File: config.mk
export PLATFORM = sky130hd
export DESIGN_NAME = intercept_round_ctrl
export DESIGN_NICKNAME = d
export VERILOG_FILES = /design/src/rtl/intercept_round_ctrl.sv
export SDC_FILE = /design/constraint.sdc
export NUM_CORES = 1
export LEC_CHECK = 0
export CAP_MARGIN = 20
export CELL_PAD_IN_SITES_DETAIL_PLACEMENT = 2
export CELL_PAD_IN_SITES_GLOBAL_PLACEMENT = 2
export CORE_UTILIZATION = 34
export CTS_BUF_LIST = sky130_fd_sc_hd__clkbuf_8
export DETAILED_ROUTE_END_ITERATION = 8
export GPL_ROUTABILITY_DRIVEN = 0
export GPL_TIMING_DRIVEN = 0
export PLACE_DENSITY = 0.88
export SYNTH_ARGS = -nofsm -noshare
export SYNTH_HDL_FRONTEND = slang
export SYNTH_SLANG_ARGS = --single-unit
export TNS_END_PERCENT = 100
File: constraint.sdc
create_clock -name clk -period 6.2 [get_ports clk]
set_clock_uncertainty 0.2 [all_clocks]
set_input_delay 1.86 -clock clk [delete_from_list [all_inputs] [get_ports clk]]
set_output_delay 1.86 -clock clk [all_outputs]
set_load 0.02 [all_outputs]
File: src/rtl/intercept_round_ctrl.sv
// Intercept game round controller: turns the divider's slow square wave into game ticks,
// sweeps a target across NPOS positions, scores intercepts and times out the round.

package intercept_round_pkg;
    typedef enum logic [1:0] {
        IDLE = 2'b00,
        RUN  = 2'b01,
        HIT  = 2'b10,
        OVER = 2'b11
    } state_t;
endpackage

module intercept_round_ctrl
    import intercept_round_pkg::*;
#(
    parameter int NPOS        = 8,
    parameter int POS_W       = 3,
    parameter int ROUND_TICKS = 50,
    parameter int HIT_TICKS   = 2,
    parameter int SCORE_W     = 8
) (
    input  logic               clk,
    input  logic               reset,
    input  logic               slow_clk,
    input  logic               start,
    input  logic               fire,
    input  logic [POS_W-1:0]   aim,
    output logic [POS_W-1:0]   target_pos,
    output logic [7:0]         time_left,
    output logic [SCORE_W-1:0] score,
    output logic               hit,
    output logic [1:0]         state,
    output logic               game_over
);

    localparam int                 HOLD_W     = $clog2(HIT_TICKS + 1);
    localparam logic [POS_W-1:0]   POS_TOP    = POS_W'(NPOS - 1);
    localparam logic [POS_W-1:0]   POS_BELOW  = POS_W'(NPOS - 2);
    localparam logic [POS_W-1:0]   POS_ONE    = POS_W'(1);
    localparam logic [SCORE_W-1:0] SCORE_ONE  = SCORE_W'(1);
    localparam logic [HOLD_W-1:0]  HOLD_ONE   = HOLD_W'(1);

    state_t            state_q;
    logic              slow_d;
    logic              dir_up;
    logic [HOLD_W-1:0] hold;

    logic tick;
    logic intercept;

    // slow_clk is already synchronous to clk, so a single delay stage is enough.
    assign tick      = slow_clk & ~slow_d;
    assign intercept = fire && (aim == target_pos);
    assign state     = state_q;

    // NOTE: every register here uses <= so all branches see the pre-edge values; a later
    // assignment in the same cycle (the timeout below) intentionally overrides an earlier one.
    always_ff @(posedge clk) begin
        if (!reset) begin
            state_q    <= IDLE;
            slow_d     <= 1'b0;
            dir_up     <= 1'b1;
            hold       <= '0;
            target_pos <= '0;
            time_left  <= '0;
            score      <= '0;
            hit        <= 1'b0;
            game_over  <= 1'b0;
        end else begin
            slow_d <= slow_clk;
            hit    <= 1'b0;

            unique case (state_q)
                IDLE, OVER: begin
                    if (start) begin
                        state_q    <= RUN;
                        game_over  <= 1'b0;
                        time_left  <= 8'(ROUND_TICKS);
                        score      <= '0;
                        target_pos <= '0;
                        dir_up     <= 1'b1;
                        hold       <= '0;
                    end
                end

                RUN: begin
                    if (intercept) begin
                        if (score != '1) score <= score + SCORE_ONE;
                        hit     <= 1'b1;
                        state_q <= HIT;
                        hold    <= HOLD_W'(HIT_TICKS);
                    end else if (tick) begin
                        // Ends reflect immediately, so the target never dwells on 0 or NPOS-1.
                        if (dir_up) begin
                            if (target_pos == POS_TOP) begin
                                target_pos <= POS_BELOW;
                                dir_up     <= 1'b0;
                            end else begin
                                target_pos <= target_pos + POS_ONE;
                            end
                        end else begin
                            if (target_pos == '0) begin
                                target_pos <= POS_ONE;
                                dir_up     <= 1'b1;
                            end else begin
                                target_pos <= target_pos - POS_ONE;
                            end
                        end
                    end
                end

                HIT: begin
                    if (tick) begin
                        hold <= hold - HOLD_ONE;
                        if (hold <= HOLD_ONE) state_q <= RUN;
                    end
                end

                default: state_q <= IDLE;
            endcase

            // The round clock runs in RUN and HIT and wins over any transition above.
            if (tick && (state_q == RUN || state_q == HIT)) begin
                if (time_left <= 8'd1) begin
                    time_left <= '0;
                    state_q   <= OVER;
                    game_over <= 1'b1;
                end else begin
                    time_left <= time_left - 8'd1;
                end
            end
        end
    end

endmodule

==> results.tsv, run 1 <==
stage	metric	value	unit
run_status	status	complete, no violations	
sta	hold_viol_final	0	
hold_path	hp-start	hold[1]	
sta	setup-tns-final	0	ns
clocking	cts_tree	built	
routing	viasPerCell	5.65	
worst_setup_path	cp_data_arrival_time	3.65	ns
worst_setup_path	ff2ff_path_depth	9	
final_layout	areaGrowthSynthToFinish	25.5	%
run	cap_violations	0	
clocking	cts_buffers	3	
global_route	grt_max_degree	15	
logic_synthesis	yosys_warnings	0	
power	power_leakage	0.000709	uW
logic_synthesis	netlist_instances	185	
placement	numPortBuffers	29	
logic_synthesis	seq_area_frac_synth	34.4	%
logic_synthesis	synth_edf_count	0	
sta	max_freq	0.275	GHz
routing	num_vias	1526	
global_route	grt_overflow	0	
clocking	clock_path_buffers	2	
logic_synthesis	synthDistinctLibCells	47	
logic_synthesis	syn_area	0.00157	mm^2
floorplanning	io_pins	31	
clocking	post-cts-setup-buffers	0	
sta	finalCritPeriodShare	58.6	%
floorplanning	core	0.00438	mm^2
final_layout	antenna_cells	0	
worst_setup_path	worst-r2r-setup-slack	3.72	ns
final_layout	drive_gt1_share	7.80	%
logic_synthesis	async_flop_share	0	%
final_layout	finalNetCount	237	
global_route	grt.total_usage	21.1	%
clocking	cts_max_level	1	
sta	setup_viol	0	
worst_setup_path	crit_start	start	
logic_synthesis	syn_area_per_cell	8.49	um^2
routing	antenna_left	0	
power	p_per_area	215	mW/mm^2
worst_setup_path	endpoint_kind	register	
logic_synthesis	synth_seq_cells	27	
sta	slew_headroom	58.7	%
routing	dr.pass1.iters	3	
sta	final.setup.worst_slack	2.56	ns
global_route	grt_antenna_before_repair	0	
floorplanning	dieArea	0.00489	mm^2
clocking	ctsHoldBuffers	0	
sta	worstMarginPinSlew	0.616	ns
floorplanning	fp.dieW	70.0	um
worst_setup_path	timing.rr.start	state[0]	
worst_setup_path	reg2reg_to	score[4]	
logic_synthesis	synth_fp_nets	203	
worst_setup_path	endpoint	score[4]	
routing	drt-initial-drc-count	40	
final_layout	final_cells	270	
power	irDropWorstVdd	0.000103	V
floorplanning	start_util	35.8	%
clocking	cts_resized	0	
clocking	cts_num_sinks	27	
placement	dp_cells	266	
routing	routed_wl	4880	um
global_route	grt_pass1_vias	1644	
worst_setup_path	start_kind	input pin	
worst_setup_path	worstPathMaxFanout	10	
placement	post-place-ws	2.29	ns
worst_setup_path	path_class	input pin to register	
worst_setup_path	crit_required	6.21	ns
sta	fin_crit	3.64	ns
routing	wl_per_cell	18.1	um
floorplanning	die_y	70.0	um
hold_path	hold_class	register to register	
logic_synthesis	synth-main-ff-cell	dfxtp_1	
sta	drv_slew	0	
floorplanning	std_cell_rows	24	
sta	rsz0062_at_grt	no	
placement	hpwl	3580	um
global_route	grt_pass1_wl	8380	um
clocking	clk_pin_slew	0.10	ns
clocking	cts_root_buffer	clkbuf_8	
clocking	clk-insertion-delay-late	0.28	ns
routing	drc	0	
-- cell families after synthesis --
logic type | Yosys count | share of synthesized area (%)
AO/OA/AOI/OAI | 59 | 25.7
adder cells (fa/ha/maj) | 10 | 7.97
multiplexers | 1 | 0.637
flip-flops | 27 | 34.4
XOR/XNOR | 3 | 1.67
AND/OR/NAND/NOR | 66 | 23.9
buffers and inverters | 19 | 5.74
-- Yosys cell counts, types with 3 or more instances --
| library cell | count | area [um^2] |
|---|---|---|
| inv_1 | 13 | 48.8 |
| o31ai_1 | 5 | 37.5 |
| ha_1 | 10 | 125 |
| or4_1 | 3 | 22.5 |
| dfxtp_1 | 27 | 541 |
| o21ai_0 | 10 | 50.1 |
| nor2_1 | 14 | 52.6 |
| or3_1 | 6 | 37.5 |
| xnor2_1 | 3 | 26.3 |
| a21oi_1 | 24 | 120 |
| nand3_1 | 5 | 25.0 |
| nand2_1 | 14 | 52.6 |
-- layout make-up --
type	instances	area (um^2)
multi-input combinational	139	940
clock buffer	3	41.3
sequential	27	541
tap	52	65.1
fill	505	2410
inverter	14	52.6
timing repair buffer	29	290
buffer	5	37.5
clock inverter	1	3.75
-- critical path, stage by stage --
cell and delay [ns]:
clkdlybuf4s50_1 0.54, nand2_1 0.24, nor2_1 0.27, a31oi_4 0.08
buf_6 0.16, or3_1 0.34, a21oi_1 0.14
-- metal layers --
layer / global-route usage [%] / wire (um) / vias to the layer above
met4: 4.44 / 70 / 0
met3: 3.32 / 137 / 9
met2: 38.0 / 2510 / 25
met5: 0 / 0 / -
li1: - / - / 742
met1: 26.5 / 2160 / 750
-- placed cells by master (no fill, tap or decap), types with 2 or more instances in the layout --
| master | n |
|---|---|
| buf_6 | 2 |
| clkbuf_8 | 3 |
| a22oi_1 | 2 |
| a32o_1 | 2 |
| clkbuf_1 | 2 |
| o21a_1 | 2 |
| o21ai_0 | 10 |
| or4_1 | 3 |
| nand2b_1 | 2 |
| nor3_1 | 2 |
| nand4_1 | 2 |
| xnor2_1 | 3 |
| a211oi_1 | 2 |
| dfxtp_1 | 27 |
| or3_1 | 6 |
| nand3_1 | 5 |
| and3_1 | 2 |
| nor3b_1 | 2 |
| o21ai_1 | 2 |
| nand3b_1 | 2 |
| nor2_1 | 14 |
| o31ai_1 | 5 |
| a21oi_1 | 24 |
| clkdlybuf4s50_1 | 29 |
| inv_1 | 14 |
| nor2b_1 | 2 |
| or2_2 | 2 |
| ha_1 | 10 |
| nand2_1 | 14 |
| or3_4 | 2 |
-- where the power goes --
| part | switching (uW) | total [uW] | internal, uW |
|---|---|---|---|
| combinational | 77.0 | 127 | 50.5 |
| sequential | 11.4 | 193 | 182 |
| clock | 59.6 | 104 | 44.6 |
| total | 148 | 425 | 277 |
-- sequential cells by signal (all words and copies together), names as in the netlist --
| register | flops |
|---|---|
| score | 8 |
| time_left | 8 |
| target_pos | 3 |
| hold | 2 |
| state | 2 |
| dir_up | 1 |
| game_over | 1 |
| hit | 1 |
| slow_d | 1 |
-- through the flow --
step	cell area (um^2)	total power [uW]	utilization, %	hold WS (ns)
after floorplan	1570	279	-	0.240
after global placement	1930	315	43.9	0.248
after detailed placement	1930	323	43.9	0.270
after CTS	1970	428	44.9	0.310
after global routing	1970	448	44.9	0.337
final	1970	425	44.9	0.301
-- worst min-delay path by stage --
stage                end  slack, ns  cells after the start
6_report         hold[1]       0.30                      2
5_1_grt          hold[1]       0.34                      2
4_1_cts          hold[1]       0.31                      2
3_5_place_dp   game_over       0.27                      2
3_3_place_gp   game_over       0.25                      2
2_1_floorplan    hold[1]       0.24                      2
(Power assumes the default switching activity.)
==> run 2, diff against run 1 <==
CORE_UTILIZATION = 28   (was 34)
PLACE_DENSITY = 0.78   (was 0.88)
clock period = 3.15 ns   (was 6.2 ns; I/O delays follow)
==> results.tsv, run 2 (synthesis gave the netlist of run 1 again) <==
stage	metric	value	unit	change
run_status	status	complete, no violations		
final_layout	areaGrowthSynthToFinish	27.3	%	
power	p_sw_share	34.6	%	-0.21 points
hold_path	hp-start	game_over		
sta	setup-tns-final	0	ns	unchanged
final_layout	reg.largest.list	score x8, time_left x8, target_pos x3		
placement	hpwl	3370	um	-6.0%
final_layout	postLayoutCoreUtil	38.2	%	-6.8 points
routing	viasPerCell	5.24		-7.3%
worst_setup_path	worst-r2r-setup-slack	0.72	ns	-3.00 ns
sta	worstMarginPinSlew	0.664	ns	+0.0481 ns
sta	hold_viol_final	0		unchanged
clocking	cts_max_level	1		unchanged
power	p_int	550	uW	+99%
routing	routed_wl	4430	um	-9.2%
sta	rsz0062_at_grt	no		
final_layout	antenna_cells	0		unchanged
hold_path	holdPathStages	2		unchanged
routing	num_vias	1509		-1.1%
final_layout	fill_cells	609		+21%
worst_setup_path	crit_start	start		
power	p_sw	291	uW	+97%
power	p_seq_share	45.1	%	-0.3 points
worst_setup_path	ff2ff_path_depth	8		-1
clocking	cts_resized	0		unchanged
power	power_leakage	0.000708	uW	-0.11%
power	pwr-share-clk	25.9	%	+1.4 points
placement	dp_cells	284		+6.8%
worst_setup_path	cp_data_arrival_time	2.66	ns	-0.99 ns
routing	drt-initial-drc-count	46		+15%
floorplanning	core	0.00524	mm^2	+19%
global_route	grt_pass1_vias	1584		-3.6%
sta	setup_viol	0		unchanged
power	irDropWorstVdd	0.000212	V	+110%
floorplanning	io_pins	31		unchanged
power	p_per_area	421	mW/mm^2	+95%
routing	antenna_left	0		unchanged
floorplanning	die_y	76.9	um	+9.9%
clocking	cts_num_sinks	27		unchanged
power	pwr-share-comb	29.0	%	-1.0 points
final_layout	multi_input_area	940	um^2	unchanged
worst_setup_path	start_kind	input pin		
final_layout	finalNetCount	237		unchanged
hold_path	hold_class	register to register		
final_layout	final_cells	288		+6.7%
placement	numPortBuffers	29		unchanged
routing	wl_per_cell	15.4	um	-15%
clocking	ctsHoldBuffers	0		unchanged
global_route	grt.total_usage	16.0	%	-5.2 points
final_layout	regArea	541	um^2	unchanged
sta	drv_slew	0		unchanged
clocking	cts_root_buffer	clkbuf_8		
global_route	grt_antenna_before_repair	0		unchanged
final_layout	layout_commonest_cell	clkdlybuf4s50_1		
global_route	grt_max_degree	18		+3
run	cap_violations	0		unchanged
floorplanning	std_cell_rows	26		+8.3%
floorplanning	start_util	30.0	%	-5.8 points
clocking	clock_path_buffers	2		unchanged
clocking	cts_buffers	3		unchanged
final_layout	layout_common_cells	clkdlybuf4s50_1 (29), dfxtp_1 (27), a21oi_1 (24)		
floorplanning	dieArea	0.00591	mm^2	+21%
routing	drc	0		unchanged
floorplanning	fp.dieW	76.9	um	+9.9%
worst_setup_path	timing.rr.start	state[0]		
clocking	clk-insertion-delay-late	0.28	ns	about the same
sta	fin_crit	2.65	ns	
sta	final.setup.worst_slack	0.504	ns	-2.06 ns
global_route	grt_overflow	0		unchanged
clocking	post-cts-setup-buffers	0		unchanged
clocking	clk_pin_slew	0.11	ns	about the same
sta	slew_headroom	55.4	%	-3.2 points
worst_setup_path	endpoint_kind	register		
sta	finalCritPeriodShare	84.0	%	
global_route	grt_pass1_wl	7720	um	-7.8%
final_layout	drive_gt1_share	8.26	%	+0.46 points
worst_setup_path	crit_required	3.17	ns	-3.04 ns
placement	post-place-ws	0.199	ns	-2.09 ns
clocking	cts_tree	built		
worst_setup_path	path_class	input pin to register		
worst_setup_path	worstPathMaxFanout	7		-3
sta	max_freq	0.378	GHz	
hold_path	holdPathEnd	game_over		
routing	dr.pass1.iters	4		+1
sta	timing.hold.ws	0.275	ns	-0.0265 ns
worst_setup_path	reg2reg_to	score[5]		
[run 2: cell counts in the layout (fill, tap and decap cells not counted)]
No cell type changed its count.
[run 2: final cells by class]
class | count | share of cell area [%]
multi-input cells | 139 | 47.0
flip-flops and latches | 27 | 27.1
repair buffers | 29 | 14.5
well taps | 70 | 4.38
inverters | 14 | 2.63
clock buffers | 3 | 2.07
plain buffers | 5 | 1.88
clock inverters | 1 | 0.438
[run 2: how the worst max path moves through the flow]
stage,to,slack [ns],cells past startpoint
5_1_grt,score[4],0.40,7
2_1_floorplan,score[4],0.82,7
4_1_cts,score[5],0.49,6
6_report,score[5],0.50,6
3_3_place_gp,score[4],0.20,7
3_5_place_dp,score[5],0.20,6
[run 2: power by group through the flow]
| stage | logic (uW) | clock network [uW] | registers [uW] |
|---|---|---|---|
| floorplan | 149 | 0 | 400 |
| global placement | 240 | 0 | 387 |
| detailed placement | 248 | 0 | 388 |
| CTS | 249 | 231 | 380 |
| global route | 268 | 239 | 385 |
| finish | 244 | 218 | 380 |
[run 2: through the flow]
stage | area [um^2] | power, uW
finish | 2000 | 841
global route | 2000 | 891
CTS | 2000 | 860
detailed placement | 1950 | 635
global placement | 1950 | 627
floorplan | 1570 | 548
[run 2: worst max-delay path: stages]
cell and delay (ns):
clkdlybuf4s50_1 0.51, nand2_1 0.22, o21ai_4 0.18, a31oi_4 0.15
or4_1 0.48, a21oi_1 0.17
[run 2: per-layer routing]
metal	global-route usage [%]	share of wire [%]
met1	19.0	44
met2	29.9	53
met3	2.86	2.7
met4	2.31	0.41
met5	0	0
